===== config.mk =====
export PLATFORM = sky130hd
export DESIGN_NAME = mem_bus_arbiter
export DESIGN_NICKNAME = d
export VERILOG_FILES = /design/src/rtl/mem_bus_arbiter.sv
export SDC_FILE = /design/constraint.sdc
export NUM_CORES = 1
export LEC_CHECK = 0
export ABC_AREA = 1
export BUFFER_PORTS_ARGS = -buffer_cell sky130_fd_sc_hd__buf_2
export CORE_MARGIN = 2
export CORE_UTILIZATION = 39
export CTS_CLUSTER_DIAMETER = 120
export DETAILED_ROUTE_END_ITERATION = 6
export PLACE_DENSITY = 0.8
export SLEW_MARGIN = 15
export SYNTH_ARGS = -nofsm -noshare
export SYNTH_HDL_FRONTEND = slang
export SYNTH_SLANG_ARGS = --single-unit
export TNS_END_PERCENT = 100

===== constraint.sdc =====
create_clock -name ph1 -period 1.5 [get_ports ph1]
set_clock_uncertainty 0.1 [all_clocks]
set_input_delay 0.3 -clock ph1 [delete_from_list [all_inputs] [get_ports ph1]]
set_output_delay 0.3 -clock ph1 [all_outputs]
set_load 0.01 [all_outputs]

===== src/rtl/mem_bus_arbiter.sv =====
// mem_bus_arbiter
//   Shares the single system memory port between the 6502 core and a
//   DMA / test-loader requester. The core is stalled through cpu_rdy while
//   DMA owns the bus. A dead turnaround cycle sits between CPU and DMA
//   ownership. DMA bursts are capped at DMA_BURST grants, and the CPU then
//   gets at least one cycle before DMA can win again.
//
//   Optional build macro: ARB_STATS_EN
//     Adds saturating counters stat_dma_cycles and stat_cpu_stalls.
//     The default build leaves the macro undefined. Arbitration is
//     identical either way.

module mem_bus_arbiter #(
   parameter int AW        = 16,
   parameter int DW        = 8,
   parameter int DMA_BURST = 4    // legal range 1..15 (4-bit burst counter)
) (
   input  logic          ph1,
   input  logic          resetb,

   // CPU side (the core requests every cycle)
   input  logic [AW-1:0] cpu_addr,
   input  logic          cpu_we,
   input  logic [DW-1:0] cpu_wdata,
   output logic          cpu_rdy,
   output logic [DW-1:0] cpu_rdata,

   // DMA / loader side
   input  logic          dma_req,
   input  logic          dma_we,
   input  logic [AW-1:0] dma_addr,
   input  logic [DW-1:0] dma_wdata,
   output logic          dma_gnt,
   output logic          dma_rvalid,
   output logic [DW-1:0] dma_rdata,

   // Memory port
   output logic          mem_en,
   output logic          mem_we,
   output logic [AW-1:0] mem_addr,
   output logic [DW-1:0] mem_wdata,
   input  logic [DW-1:0] mem_rdata
`ifdef ARB_STATS_EN
   ,
   output logic [15:0]   stat_dma_cycles,
   output logic [15:0]   stat_cpu_stalls
`endif
);

   // Bus ownership. S_TURN is the dead cycle between the CPU and the DMA.
   typedef enum logic [1:0] {
      S_CPU  = 2'd0,
      S_TURN = 2'd1,
      S_DMA  = 2'd2
   } state_t;

   localparam logic [3:0] BURST_LIM = 4'(DMA_BURST);

   state_t        r_state;
   state_t        w_state_next;

   logic [3:0]    r_burst_cnt;
   logic [3:0]    w_burst_inc;
   logic          w_burst_done;

   // Read-return tracking: r_rd_pend marks a read issued last cycle, and
   // r_rd_dma records which side issued it.
   logic          r_rd_pend;
   logic          r_rd_dma;
   logic          w_rd_issue;
   logic          w_cpu_rd_ret;
   logic [DW-1:0] r_cpu_rdata;
   logic [DW-1:0] r_dma_rdata;

   // The current grant is the last one of the burst when the counter would
   // reach the limit. The limit is never above 15, so the counter cannot wrap.
   assign w_burst_inc  = r_burst_cnt + 4'd1;
   assign w_burst_done = (w_burst_inc == BURST_LIM);

   // State register: an asynchronous reset aborts any burst immediately.
   always_ff @(posedge ph1 or negedge resetb) begin
      if (!resetb) begin
         r_state <= S_CPU;
      end else begin
         r_state <= w_state_next;
      end
   end

   // Next-state logic. S_CPU always lasts at least one cycle, which gives
   // the CPU its guaranteed slot after a burst-limited DMA exit.
   always_comb begin
      w_state_next = r_state;
      case (r_state)
         S_CPU: begin
            if (dma_req) begin
               w_state_next = S_TURN;
            end
         end
         S_TURN: begin
            w_state_next = dma_req ? S_DMA : S_CPU;
         end
         S_DMA: begin
            if (!dma_req || w_burst_done) begin
               w_state_next = S_CPU;
            end
         end
         default: begin
            w_state_next = S_CPU;
         end
      endcase
   end

   // Output logic: grants and memory-port mux are combinational on the state.
   always_comb begin
      cpu_rdy   = 1'b0;
      dma_gnt   = 1'b0;
      mem_en    = 1'b0;
      mem_we    = 1'b0;
      mem_addr  = cpu_addr;
      mem_wdata = cpu_wdata;
      case (r_state)
         S_CPU: begin
            cpu_rdy   = 1'b1;
            mem_en    = 1'b1;
            mem_we    = cpu_we;
            mem_addr  = cpu_addr;
            mem_wdata = cpu_wdata;
         end
         S_DMA: begin
            dma_gnt   = dma_req;
            mem_en    = dma_req;
            mem_we    = dma_req & dma_we;
            mem_addr  = dma_addr;
            mem_wdata = dma_wdata;
         end
         default: begin
            // S_TURN: dead cycle. Memory stays idle and nobody is granted.
            mem_en = 1'b0;
            mem_we = 1'b0;
         end
      endcase
   end

   // Burst counter: cleared on entry to S_DMA and advanced on every DMA grant.
   always_ff @(posedge ph1 or negedge resetb) begin
      if (!resetb) begin
         r_burst_cnt <= 4'd0;
      end else if (r_state == S_TURN && w_state_next == S_DMA) begin
         r_burst_cnt <= 4'd0;
      end else if (dma_gnt) begin
         r_burst_cnt <= w_burst_inc;
      end
   end

   assign w_rd_issue = mem_en & ~mem_we;

   // Owner bit for the read in flight. Memory returns data one cycle later.
   always_ff @(posedge ph1 or negedge resetb) begin
      if (!resetb) begin
         r_rd_pend <= 1'b0;
         r_rd_dma  <= 1'b0;
      end else begin
         r_rd_pend <= w_rd_issue;
         r_rd_dma  <= (r_state == S_DMA);
      end
   end

   assign w_cpu_rd_ret = r_rd_pend & ~r_rd_dma;
   assign dma_rvalid   = r_rd_pend &  r_rd_dma;

   // Hold the last returned read data for each side. The CPU's data stays
   // stable while it is stalled.
   always_ff @(posedge ph1 or negedge resetb) begin
      if (!resetb) begin
         r_cpu_rdata <= '0;
         r_dma_rdata <= '0;
      end else begin
         if (w_cpu_rd_ret) begin
            r_cpu_rdata <= mem_rdata;
         end
         if (dma_rvalid) begin
            r_dma_rdata <= mem_rdata;
         end
      end
   end

   // Returned data is live in the return cycle and held afterwards.
   assign cpu_rdata = w_cpu_rd_ret ? mem_rdata : r_cpu_rdata;
   assign dma_rdata = dma_rvalid   ? mem_rdata : r_dma_rdata;

`ifdef ARB_STATS_EN
   logic [15:0] r_stat_dma_cycles;
   logic [15:0] r_stat_cpu_stalls;

   // Saturating activity counters: DMA grant cycles and CPU stall cycles
   // (the turnaround cycle counts as a stall).
   always_ff @(posedge ph1 or negedge resetb) begin
      if (!resetb) begin
         r_stat_dma_cycles <= 16'h0000;
         r_stat_cpu_stalls <= 16'h0000;
      end else begin
         if (dma_gnt && r_stat_dma_cycles != 16'hFFFF) begin
            r_stat_dma_cycles <= r_stat_dma_cycles + 16'd1;
         end
         if (!cpu_rdy && r_stat_cpu_stalls != 16'hFFFF) begin
            r_stat_cpu_stalls <= r_stat_cpu_stalls + 16'd1;
         end
      end
   end

   assign stat_dma_cycles = r_stat_dma_cycles;
   assign stat_cpu_stalls = r_stat_cpu_stalls;
`endif

endmodule


### Word-level counts from Yosys, hierarchy flattened

Index checks and enable logic that the tools add are counted.

* output and inout port bits: 45
* logic and storage cells: 36
* input bits: 61
* register bits: 24

* muxes and demuxes: 14
* equality and inequality tests: 4
* bitwise logic cells: 6
* add/subtract/negate cells: 1
* reduce and logical (&&, ||, !) cells: 5

Operators by type and width (count)
* 8-bit 2-to-1 mux: 3
* 16-bit 2-to-1 mux: 1
* 4-bit 2-to-1 mux: 2
* 2-bit 2-to-1 mux: 3
* 2-bit one-hot mux with 3 select lines: 1
* 4-bit by 1-bit adder with 4-bit output (second input constant): 1
* 1-bit AND: 4
* 2-bit equality test (second input constant): 2
* 4-bit by 3-bit equality test with 1-bit output (second input constant): 1
* 1-bit one-hot mux with 2 select lines: 2
* 2-bit by 1-bit equality test with 1-bit output (second input constant): 1
* 2-bit zero test: 1
* 1-bit 2-to-1 mux: 2
* 1-bit inverter: 2
* 2-bit nonzero test: 1
* 1-bit logical AND: 1
* 1-bit zero test: 1
* 1-bit logical OR: 1

### Logic depth before layout (Yosys ltp)

Gate-level depths: netlist of the first run.

* word-level depth: 8
* depth in mapped cells: 6

### Worst setup path after synthesis of the first run

Ideal clock, no wire load.

* kind: register -> output
* from: register r_rd_dma
* to: output cpu_rdata[0]
* path buffers: 1
* data arrival time: 1.010 ns
* cell stages (with the launch flop): 5
* required time: 1.100 ns
* slack: 0.090 ns
* path through: dfrtp_1 > inv_1 > nand2_1 > buf_2 > o21ai_0

* word-level cells in the longest chain between the ends: 3

RTL lines
* start, declared: line 69 `logic r_rd_dma;`
* start signal, assigned: line 164 `r_rd_dma <= (r_state == S_DMA);`
* 1-bit inverter: line 168 `assign w_cpu_rd_ret = r_rd_pend & ~r_rd_dma;`
* 1-bit AND: line 168
* 8-bit 2-to-1 mux: line 188 `assign cpu_rdata = w_cpu_rd_ret ? mem_rdata : r_cpu_rdata;`
* end, declared: line 26 `output logic [DW-1:0] cpu_rdata,`

No other way between the ends.

### Worst setup path in the final report of the first run

* from: register r_state[0]
* to: output mem_we

* word-level cells in the longest chain between the ends: 2
* elaborated cells between the ends (all ways): 3
* those cells by class: eq/ne (1); mux (1); reduce/logical (1)

RTL lines
* start, declared: line 59 `state_t r_state;`
* start signal, assigned: line 85 `r_state <= w_state_next;`
* 2-bit equality test or 2-bit zero test (tied branches): line 121 `case (r_state)`
* 1-bit one-hot mux with 2 select lines (*): line 121
* end, declared: line 39 `output logic mem_we,`

Every way passes the cells marked *; elsewhere a longest branch is shown, timed or not.

==> results of run 1 <==
## synthesized netlist by cell type (2+ instances only)
master and number:
nand2_1 104, dfrtp_1 24, inv_1 17, o21ai_0 17
nand3_1 8, nor2_1 6, buf_2 3, buf_6 2
## power by group through the flow
| stage | sequential, µW | clock (µW) | combinational, µW |
|---|---|---|---|
| 2_1_floorplan | 1000 | 0 | 738 |
| 3_3_place_gp | 1010 | 0 | 1270 |
| 3_5_place_dp | 1020 | 0 | 1280 |
| 4_1_cts | 1020 | 472 | 1640 |
| 5_1_grt | 1110 | 509 | 2270 |
| 6_report | 1090 | 464 | 2060 |
## cell usage in the layout (no fill, tap or decap), drive strengths merged
cell type / count
buf: 130
nand2: 105
dfrtp: 24
inv: 18
o21ai: 18
nand3: 9
nor2: 6
clkbuf: 3
clkinv: 1
nand4: 1
ha: 1
bufinv: 1
dlygate4sd3: 1
## per-layer routing
metal / part of all wire [%] / up-vias / GRT usage (%) / routed length (µm)
met4: 0.72 / 0 / 3.951 / 29
li1: - / 837 / - / -
met3: 6.9 / 4 / 5.797 / 277
met5: 0 / - / 0 / 0
met2: 54 / 70 / 36.39 / 2166
met1: 39 / 717 / 20.34 / 1563
## kinds of logic (layout without fill, tap and decap cells)
group / Yosys count / in the layout / share of synthesized area, %
buffers and inverters: 25 / 154 / 8.723
adders and majority gates: 1 / 1 / 0.9586
DFF: 24 / 24 / 46.02
and+or+nand+nor: 121 / 121 / 37.39
AOI/OAI and AO/OA: 18 / 18 / 6.903
## worst max-delay path by stage
| stage | from | slack (ns) | endpoint |
|---|---|---|---|
| detailed placement | r_state[0] | -0.04 | mem_addr[5] |
| global placement | r_state[1] | -0.02 | mem_addr[5] |
| finish | r_state[0] | -0.24 | mem_we |
| floorplan | r_rd_dma | 0.09 | cpu_rdata[0] |
| CTS | r_state[0] | -0.24 | mem_we |
| global route | r_state[1] | -0.33 | mem_addr[3] |
## state kept, by name, indices dropped and copies added (netlist names)
signal,cells
r_state,2
r_cpu_rdata,8
r_rd_dma,1
r_rd_pend,1
r_burst_cnt,4
r_dma_rdata,8
## worst reg2reg max path: stages, from the launching register on
cell     delay (ns)
dfrtp_1        0.43
inv_2          0.11
buf_4          0.12
buf_6          0.09
nand3_4        0.09
buf_4          0.16
nand3_1        0.05
o21ai_0        0.09
## metrics by stage
| stage | std cells | setup TNS (ns) | util (%) |
|---|---|---|---|
| after global placement | 340 | -0.03493 | 57.60 |
| after detailed placement | 340 | -0.5006 | 57.60 |
| final | 364 | -9.106 | 73.41 |
| after floorplan | 189 | 0 | - |
| after global routing | 364 | -12.80 | 73.41 |
| after CTS | 357 | -8.574 | 67.16 |
## repair_timing
| action | in CTS | in global routing |
|---|---|---|
| hold buffers | 1 | 0 |
| cloned | 2 | 0 |
| endpoints found under the setup margin | 45 | 45 |
| pin swaps | 3 | 7 |
| endpoints found under the hold margin | 24 | 0 |
| buffers inserted | 10 | 8 |
| gates resized for setup | 56 | 39 |
## area by class of cell
cell class	count	area share [%]
repair buffers	131	34.41
multi-input cells	140	32.49
flip-flops and latches	24	24.96
inverters	19	3.581
well taps	46	2.387
clock inverters	1	1.245
clock buffers	3	0.9341
==> summary.md, run 1 <==
| Metric | Value |
|---|---|
| Final worst slack | `-0.2443 ns` |
| CTS tree | `yes` |
| Final nets | `381` |
| Total GRT Usage | `18.97%` |
| Worst hold start | `dma_req` |
| Hold Path Sink | `r_state[0]` |
| CP arrival | `1.34 ns` |
| PD cells | `1500 nW/µm²` |
| Post-synth EDFFs | `0` |
| Yosys top cell by area | `dfrtp_1` |
| Grt total ovfl | `0` |
| Net Sw Power | `1399 µW` |
| Vias/cell | `around 4.5` |
| Hold slack | `0.1463 ns` |
| Reg2reg end | `r_burst_cnt[0]` |
| Starting density of the core | `39.73%` |
| Core ar. | `3284 µm²` |
| Io pins | `106` |
| Worst Reg-to-Reg Cells | `7` |
| Reg2reg setup slack | `0.15 ns` |
| Yosys warns | `0` |
| Worst-path clk slew | `0.12 ns` |
| Iter 0 DRT Violations | `26` |
| Worst path depth | `5` |
| Initial antenna violation count | `0` |
| Die span in y | `61.85 µm` |
| Worst-skew pair later-pin latency | `0.32 ns` |
| Num rows | `21` |
| Slew HR | `approximately 64%` |
| N_diodes | `0` |
| Worst Hold Class | `input port to register` |
| CP required | `1.10 ns` |
| Drt first pass iters | `4` |
| Crit-path max cell delay | `between 0.4 and 0.5 ns` |
| Hold Path Cell Cnt | `3` |
| Critical Path Fanout Max | `4` |
| HPWL after DPL | `approximately 2.6 mm` |
| Synth Flop Type | `dfrtp_1` |
| Fmax | `0.5733 GHz` |
| Max-slew violations | `0` |
| #FFs+latches synth | `24` |
| Total chip power | `3616 µW` |
| Number of buffers added on ports | `about 110` |
| Fin crit share | `116.3%` |
| First-pass GRT wire length | `5.409 mm` |
| Full die area | `around 3800 µm²` |
| VDD IR max | `0.0008900 V` |
| Post-Route WL | `4.037 mm` |
| Fill cells | `approximately 260` |
| Sequential fraction of the synthesis area | `46.02%` |
| Worst-Margin Slew | `0.5418 ns` |
| Endpoints failing setup | `45` |
| CTS buffer count | `3` |
| Net Sw Frac | `between 30% and 40%` |
| Cells after Synth | `189` |
| Layout cells sized above 1 | `57.86%` |
| Final Hold Fails | `0` |
| WP buf/inv | `3` |
| Async S/R FF share, synth | `100.0%` |
| Total of max-cap violations | `0` |
| Clk pwr share | `between 10% and 20%` |
| Crit. End Element | `output pin` |
| Dpl cell area | `1892 µm²` |
| H-tree depth | `1` |
| Final GP Congestion | `0.7607` |
| Status | `finished with violations` |
| Static Leak | `0.001415 µW` |
| Avg Inst Size Synth | `around 6.9 µm²` |
| Die W | `61.85 µm` |
| Post-layout min period | `around 1.7 ns` |
| Root Buffer | `clkbuf_4` |
| CP Cell Sequence | `inv_2 > nand2_8 > buf_6 > o21ai_2 > buf_2` |
| DRC Markers | `0` |
| Reg power frac | `30.1%` |
| Setup crit start kind | `register` |
| Synth area leaders | `dfrtp_1 (46%), nand2_1 (30%), o21ai_0 (6.5%)` |
| Setup Crit Path Kind | `register to output pin` |
| Area share of the largest cell type after synthesis | `a little under half` |
| Synth cell types | `16` |
| Footprint of the multi-input gates | `783.3 µm²` |
| Violated checks | `setup timing` |
| Top Family by Delay on Critical Path | `flip-flops` |
| Clock Tree Buf Depth | `2` |
| Internal power | `2217 µW` |
| Syn_nets | `251` |
| RSZ-0062 raised after global routing | `yes` |
| Combinational share of power | `around 57%` |
| Register area | `601.8 µm²` |
| Final instance area | `2411 µm²` |
| Avg WL per Cell | `11.09 µm` |
| ANT nets after route | `0` |
| DR vias | `1628` |
| Setup WS pre-CTS | `-0.03671 ns` |
| Clk sinks | `24` |
| Origin of the critical flop-to-flop path | `r_state[0]` |
| CP max-delay cell | `dfrtp_1` |
| Synthesized area | `around 1300 µm²` |
| Vias in the first global route | `1373` |
| Largest net degree at the start of global routing | `26` |
| Area growth from synthesis to layout | `84.76%` |
Note: power is estimated with default switching activity, not from simulation.
==> inputs of run 2 (changes only) <==
ABC_AREA = not set   (was 1)
CORE_UTILIZATION = 40   (was 39)
==> summary.md, run 2 <==
| Metric | Value |
|---|---|
| Root Buffer | `clkbuf_4 (unchanged)` |
| Static Leak | `0.001389 µW (was 0.001415 µW)` |
| Most common cell in the synthesized netlist | `dfrtp_1 (was nand2_1)` |
| #FFs+latches synth | `24 (unchanged)` |
| Grt total ovfl | `0 (unchanged)` |
| H-tree depth | `1 (unchanged)` |
| Worst-path clk slew | `0.14 ns (was 0.12 ns)` |
| Commonest non-fill, non-tap cells in the layout | `buf_2 (76), buf_6 (39), mux2_4 (34), dfrtp_1 (24), buf_4 (10) (was buf_2 (98), nand2_1 (79), dfrtp_1 (23), nand2_2 (20), buf_4 (16))` |
| Synthesized area | `1400 µm² (was 1305 µm²)` |
| Total chip power | `3138 µW (was 3616 µW)` |
| Yosys warns | `0 (unchanged)` |
| Num rows | `21 (unchanged)` |
| Post-synth EDFFs | `0 (unchanged)` |
| Initial antenna violation count | `0 (unchanged)` |
| Worst-Margin Slew | `0.5263 ns (was 0.5418 ns)` |
| CP required | `1.10 ns (about the same)` |
| Violated checks | `setup timing (unchanged)` |
| DRC Markers | `0 (unchanged)` |
| Clk sinks | `24 (unchanged)` |
| Layout cells sized above 1 | `78.10% (was 57.86%)` |
| Area share of the largest cell type after synthesis | `42.90% (was 46.02%)` |
| Setup Crit Path Kind | `register to output pin (unchanged)` |
| Async S/R FF share, synth | `100.0% (unchanged)` |
| Synth Flop Type | `dfrtp_1 (unchanged)` |
| Largest net degree at the start of global routing | `25 (was 26)` |
| Origin of the critical flop-to-flop path | `r_state[1] (was r_state[0])` |
| Endpoints failing setup | `47 (was 45)` |
| Total of max-cap violations | `0 (unchanged)` |
| Core ar. | `3337 µm² (was 3284 µm²)` |
| Slew HR | `64.91% (was 63.88%)` |
| Register area | `600.6 µm² (was 601.8 µm²)` |
| PD cells | `1189 nW/µm² (was 1500 nW/µm²)` |
| Post-Route Utilization | `79.12% (was 73.41%)` |
| Syn_nets | `173 (was 251)` |
| Avg WL per Cell | `19.89 µm (was 11.09 µm)` |
| Cells after Synth | `111 (was 189)` |
| Hold Path Cell Cnt | `2 (was 3)` |
| Final GP Congestion | `0.7439 (was 0.7607)` |
| DR vias | `1493 (was 1628)` |
| Worst Reg-to-Reg Cells | `7 (unchanged)` |
| Starting density of the core | `41.96% (was 39.73%)` |
| Max-slew violations | `0 (unchanged)` |
| Io pins | `106 (unchanged)` |
| N_diodes | `0 (unchanged)` |
| Area growth from synthesis to layout | `88.56% (was 84.76%)` |
| Die W | `63.16 µm (was 61.85 µm)` |
| Most common cell after layout, fill and taps aside | `buf_2 (unchanged)` |
| Hold Path Sink | `r_cpu_rdata[4] (was r_state[0])` |
| Footprint of the multi-input gates | `859.6 µm² (was 783.3 µm²)` |
| RSZ-0062 raised after global routing | `yes (unchanged)` |
| Final Hold Fails | `0 (unchanged)` |
| Die span in y | `63.16 µm (was 61.85 µm)` |
| Reg2reg setup slack | `-0.05 ns (was 0.15 ns)` |
| Vias in the first global route | `1474 (was 1373)` |
| Iter 0 DRT Violations | `85 (was 26)` |
| VDD IR max | `0.001226 V (was 0.0008900 V)` |
| Synth cell count leaders | `dfrtp_1 (24), mux2_2 (22), mux2_4 (18), nand2_1 (7) (was nand2_1 (104), dfrtp_1 (24), inv_1 (17), o21ai_0 (17), nand3_1 (8))` |
| ANT nets after route | `0 (unchanged)` |
| Total GRT Usage | `23.60% (was 18.97%)` |
| HPWL after DPL | `2.944 mm (was 2.624 mm)` |
| Worst Hold Class | `input port to register (unchanged)` |
| Critical Path Fanout Max | `6 (was 4)` |
| CTS buffer count | `3 (unchanged)` |
| Final nets | `305 (was 381)` |
| Synth cell types | `24 (was 16)` |
| Number of buffers added on ports | `105 (unchanged)` |
| Sequential fraction of the synthesis area | `42.90% (was 46.02%)` |
| Reg2reg end | `r_burst_cnt[3] (was r_burst_cnt[0])` |
| Post-layout min period | `2.043 ns (was 1.744 ns)` |
| Largest regs | `r_cpu_rdata: 8 flops, r_dma_rdata: 8 flops, r_burst_cnt: 4 flops (unchanged)` |
| Fmax | `0.4896 GHz (was 0.5733 GHz)` |
| Drt first pass iters | `6 (was 4)` |
| Status | `finished with violations (unchanged)` |
| First-pass GRT wire length | `7.272 mm (was 5.409 mm)` |
| Clock Tree Buf Depth | `2 (unchanged)` |
| Crit. End Element | `output pin (unchanged)` |
| Avg Inst Size Synth | `12.61 µm² (was 6.905 µm²)` |
| Worst hold start | `mem_rdata[4] (was dma_req)` |
| Synth area leaders | `dfrtp_1 (43%), mux2_4 (19%), mux2_2 (18%) (was dfrtp_1 (46%), nand2_1 (30%), o21ai_0 (6.5%))` |
| Setup WS pre-CTS | `-0.1744 ns (was -0.03671 ns)` |
| Full die area | `3989 µm² (was 3825 µm²)` |
| Setup crit start kind | `register (unchanged)` |
| Yosys top cell by area | `dfrtp_1 (unchanged)` |
| Vias/cell | `5.184 (was 4.473)` |
| Worst-skew pair later-pin latency | `0.32 ns (about the same)` |
| CTS tree | `yes (unchanged)` |
| CP arrival | `1.64 ns (was 1.34 ns)` |
| Final worst slack | `-0.5427 ns (was -0.2443 ns)` |
| Post-Route WL | `5.728 mm (was 4.037 mm)` |
| Fill cells | `185 (was 264)` |
| Fin crit share | `136.2% (was 116.3%)` |
run 2: cell types whose count changed after synthesis, moves of 5 or more:
cell / delta
nand2_1: -97
mux2_4: +18
o21ai_0: -12
mux2_2: +22
nand3_1: -5
inv_1: -14
a21oi_1: +5
run 2: per-stage QoR:
step | hold WS (ns) | area [µm²] | instances | setup TNS (ns)
after floorplan | -0.09559 | 1408 | 111 | -0.4584
after global placement | 0.1975 | 2024 | 263 | -2.565
after detailed placement | 0.2045 | 2024 | 263 | -3.314
after CTS | 0.1381 | 2486 | 282 | -18.77
after global routing | 0.1275 | 2640 | 288 | -22.67
final | 0.1391 | 2640 | 288 | -20.14
run 2: kinds of logic after synthesis:
group,Yosys count,synth area share [%]
AOI/OAI and AO/OA,14,5.987
adders and majority gates,1,0.8935
buffers and inverters,9,4.289
DFF,24,42.90
muxes,40,37.00
and+or+nand+nor,23,8.938
run 2: area by class of cell:
cell class / instances / share of cell area (%)
sequential: 24 / 22.75
inverter: 3 / 0.5213
clock buffer: 4 / 1.374
tap: 46 / 2.180
multi-input combinational: 78 / 32.56
timing repair buffer: 133 / 40.62
run 2: worst max-delay path: stages (launching register included):
cell,delay [ns]
dfrtp_1,0.44
nor2b_4,0.15
buf_4,0.14
buf_16,0.12
mux2_4,0.31
buf_2,0.14
run 2: worst max-delay path by stage:
stage,start,end,slack (ns),depth (start not counted)
after detailed placement,r_state[0],mem_wdata[7],-0.17,4
after global placement,r_state[0],mem_addr[15],-0.13,4
after floorplan,r_state[0],mem_addr[0],-0.03,4
final,r_state[0],mem_addr[12],-0.54,5
after global routing,r_state[0],mem_addr[13],-0.61,5
after CTS,r_state[0],mem_addr[2],-0.50,5
run 2: layer usage:
metal / routed length (µm) / vias up / track usage, % / part of all wire (%)
li1: - / 658 / - / -
met1: 1939 / 720 / 26.39 / 34
met2: 3144 / 93 / 45.74 / 55
met3: 363 / 22 / 3.036 / 6.3
met4: 279 / 0 / 7.222 / 4.9
met5: 0 / - / 0 / 0
run 2: where the power goes:
part / total (µW) / internal (µW) / leakage [µW] / switching [µW]
combinational: 1800 / 1100 / 0.00108 / 700
clock: 342 / 149 / 0.0000210 / 194
sequential: 998 / 876 / 0.000288 / 122
run 2: what timing repair did:
| item | in CTS | in global routing |
|---|---|---|
| hold endpoints to repair | 24 | 0 |
| pin swaps | 3 | 6 |
| resized for setup | 55 | 29 |
| hold buffers | 1 | 0 |
| setup buffers | 12 | 8 |
| gates cloned | 4 | 1 |
| setup endpoints to repair | 45 | 49 |
==> inputs of run 3 (changes only) <==
PLACE_DENSITY = 0.87   (was 0.8)
==> summary.md, run 3 (synthesis gave the netlist of run 2 again) <==
| Metric | Value |
|---|---|
| Final worst slack | `-0.4945 ns (was -0.5427 ns)` |
| Net Sw Frac | `30.23% (was 32.38%)` |
| Violated checks | `setup timing (unchanged)` |
| Largest net degree at the start of global routing | `25 (unchanged)` |
| RSZ-0062 raised after global routing | `yes (unchanged)` |
| Static Leak | `0.001384 µW (was 0.001389 µW)` |
| CTS tree | `yes (unchanged)` |
| Clk sinks | `24 (unchanged)` |
| Combinational share of power | `54.6% (was 57.3%)` |
| Root Buffer | `clkbuf_4 (unchanged)` |
| Worst-path clk slew | `0.13 ns (was 0.14 ns)` |
| Reg2reg end | `r_burst_cnt[3] (unchanged)` |
| Internal power | `2246 µW (was 2122 µW)` |
| Largest regs | `r_cpu_rdata: 8 flops, r_dma_rdata: 8 flops, r_burst_cnt: 4 flops (unchanged)` |
| Reg2reg setup slack | `0.07 ns (was -0.05 ns)` |
| Total of max-cap violations | `0 (unchanged)` |
| Final Hold Fails | `0 (unchanged)` |
| Full die area | `3989 µm² (unchanged)` |
| Slew HR | `64.81% (was 64.91%)` |
| CP Cell Sequence | `nor2b_4 > buf_4 > clkbuf_16 > mux2_4 > buf_6 (was nor2b_4 > buf_4 > buf_16 > mux2_4 > buf_2)` |
| DR vias | `1413 (was 1493)` |
| Vias in the first global route | `1368 (was 1474)` |
| Post-layout min period | `1.994 ns (was 2.043 ns)` |
| Net Sw Power | `973.1 µW (was 1016 µW)` |
| Area growth from synthesis to layout | `87.31% (was 88.56%)` |
| Crit. End Element | `output pin (unchanged)` |
| Final instance area | `2623 µm² (was 2640 µm²)` |
| Hold Path Sink | `r_cpu_rdata[1] (was r_cpu_rdata[4])` |
| ANT nets after route | `0 (unchanged)` |
| H-tree depth | `1 (unchanged)` |
| Worst-Margin Slew | `0.5278 ns (was 0.5263 ns)` |
| Final nets | `301 (was 305)` |
| Setup crit start kind | `register (unchanged)` |
| Io pins | `106 (unchanged)` |
| Number of buffers added on ports | `105 (unchanged)` |
| Starting density of the core | `41.96% (unchanged)` |
| Worst hold start | `mem_rdata[1] (was mem_rdata[4])` |
| Clk pwr share | `14.2% (was 10.9%)` |
| Setup TNS | `-17.60 ns (was -20.14 ns)` |
| CP arrival | `1.59 ns (was 1.64 ns)` |
| Layout cells sized above 1 | `76.05% (was 78.10%)` |
| Fmax | `0.5014 GHz (was 0.4896 GHz)` |
| First-pass GRT wire length | `6.624 mm (was 7.272 mm)` |
| Core ar. | `3337 µm² (unchanged)` |
| Setup Crit Path Kind | `register to output pin (unchanged)` |
| Endpoints failing setup | `45 (was 47)` |
| PD cells | `1228 nW/µm² (was 1189 nW/µm²)` |
| Max-slew violations | `0 (unchanged)` |
| Iter 0 DRT Violations | `27 (was 85)` |
| N_diodes | `0 (unchanged)` |
| Post-Route WL | `5.029 mm (was 5.728 mm)` |
| Final GP Congestion | `0.7225 (was 0.7439)` |
| Initial antenna violation count | `0 (unchanged)` |
| Worst Hold Class | `input port to register (unchanged)` |
| Dpl cell area | `2004 µm² (was 2024 µm²)` |
| Total chip power | `3219 µW (was 3138 µW)` |
| Worst Reg-to-Reg Cells | `5 (was 7)` |
| CP max-delay cell | `dfrtp_1 (unchanged)` |
| Drt first pass iters | `4 (was 6)` |
| Hold slack | `0.1551 ns (was 0.1391 ns)` |
| Origin of the critical flop-to-flop path | `r_state[1] (unchanged)` |
| Crit-path max cell delay | `0.42 ns (was 0.44 ns)` |
| Worst-skew pair later-pin latency | `0.30 ns (was 0.32 ns)` |
| Total GRT Usage | `20.67% (was 23.60%)` |
| Setup WS pre-CTS | `-0.1649 ns (was -0.1744 ns)` |
| Status | `finished with violations (unchanged)` |
| Num rows | `21 (unchanged)` |
| Clock Tree Buf Depth | `2 (unchanged)` |
| Fin crit share | `133.0% (was 136.2%)` |
| Die W | `63.16 µm (unchanged)` |
| Die span in y | `63.16 µm (unchanged)` |
| DRC Markers | `0 (unchanged)` |
| Grt total ovfl | `0 (unchanged)` |
| Hold Path Cell Cnt | `2 (unchanged)` |
| VDD IR max | `0.0008371 V (was 0.001226 V)` |
| Commonest non-fill, non-tap cells in the layout | `buf_2 (65), buf_6 (46), mux2_4 (40), dfrtp_1 (24), buf_4 (13) (was buf_2 (76), buf_6 (39), mux2_4 (34), dfrtp_1 (24), buf_4 (10))` |
| CTS buffer count | `3 (unchanged)` |
| CP required | `1.10 ns (about the same)` |
| Most common cell after layout, fill and taps aside | `buf_2 (unchanged)` |
| Critical Path Fanout Max | `6 (unchanged)` |
| HPWL after DPL | `2.886 mm (was 2.944 mm)` |
| Vias/cell | `4.975 (was 5.184)` |
| Avg WL per Cell | `17.71 µm (was 19.89 µm)` |
| Reg power frac | `31.2% (was 31.8%)` |
-- run 3: cell count changes in the layout (fill, tap and decap cells not counted), moves of 3 or more --
| cell | previous run | this run |
|---|---|---|
| buf_4 | 10 | 13 |
| mux2_4 | 34 | 40 |
| buf_2 | 76 | 65 |
| mux2_2 | 6 | 0 |
| buf_6 | 39 | 46 |
-- run 3: what timing repair did --
item	CTS	global route
pin swaps	1	2
resized for setup	62	21
setup buffers	12	5
endpoints found under the hold margin	24	0
endpoints found under the setup margin	45	46
hold buffers	1	0
cloned	2	2
-- run 3: final cells by class --
class	count	area [µm²]
Clock inverter	1	30.03
Clock buffer	3	22.52
Multi-Input combinational cell	78	849.6
Sequential cell	24	600.6
Timing Repair Buffer	129	1049
Tap cell	46	57.56
Inverter	3	13.76
Fill cell	193	714.4
-- run 3: critical path, delay by kind of cell (launching register included) --
| kind | cells | cell delay [ns] |
|---|---|---|
| flip-flops | 1 | 0.42 |
| AND/OR/NAND/NOR | 1 | 0.14 |
| buffers and inverters | 3 | 0.43 |
| multiplexers | 1 | 0.31 |
-- run 3: power groups by stage --
| stage | clock network [µW] | logic, µW | registers, µW |
|---|---|---|---|
| floorplan | 0 | 667 | 957 |
| global placement | 0 | 1040 | 971 |
| detailed placement | 0 | 1070 | 986 |
| CTS | 465 | 1590 | 986 |
| global route | 484 | 1850 | 1030 |
| finish | 458 | 1760 | 1000 |
-- run 3: worst max path at each step --
stage,start,to,slack [ns],depth (start not counted)
after floorplan,r_state[0],mem_addr[0],-0.03,4
after global placement,r_state[0],mem_wdata[1],-0.13,4
after detailed placement,r_state[0],mem_wdata[1],-0.16,4
after CTS,r_state[0],mem_addr[1],-0.49,5
after global routing,r_state[0],mem_wdata[5],-0.54,5
final,r_state[1],mem_wdata[5],-0.49,5
-- run 3: per-stage QoR --
| step | instances | utilization [%] |
|---|---|---|
| after floorplan | 111 | - |
| after global placement | 262 | 60.07 |
| after detailed placement | 262 | 60.07 |
| after CTS | 280 | 74.77 |
| after global routing | 284 | 78.59 |
| final | 284 | 78.59 |
-- run 3: per-layer routing --
metal / wire length [µm] / part of all wire (%) / vias up / track usage, %
li1: - / - / 656 / -
met1: 1875 / 37 / 688 / 24.74
met2: 2821 / 56 / 53 / 38.16
met3: 193 / 3.8 / 16 / 3.214
met4: 139 / 2.8 / 0 / 5.556
met5: 0 / 0 / - / 0
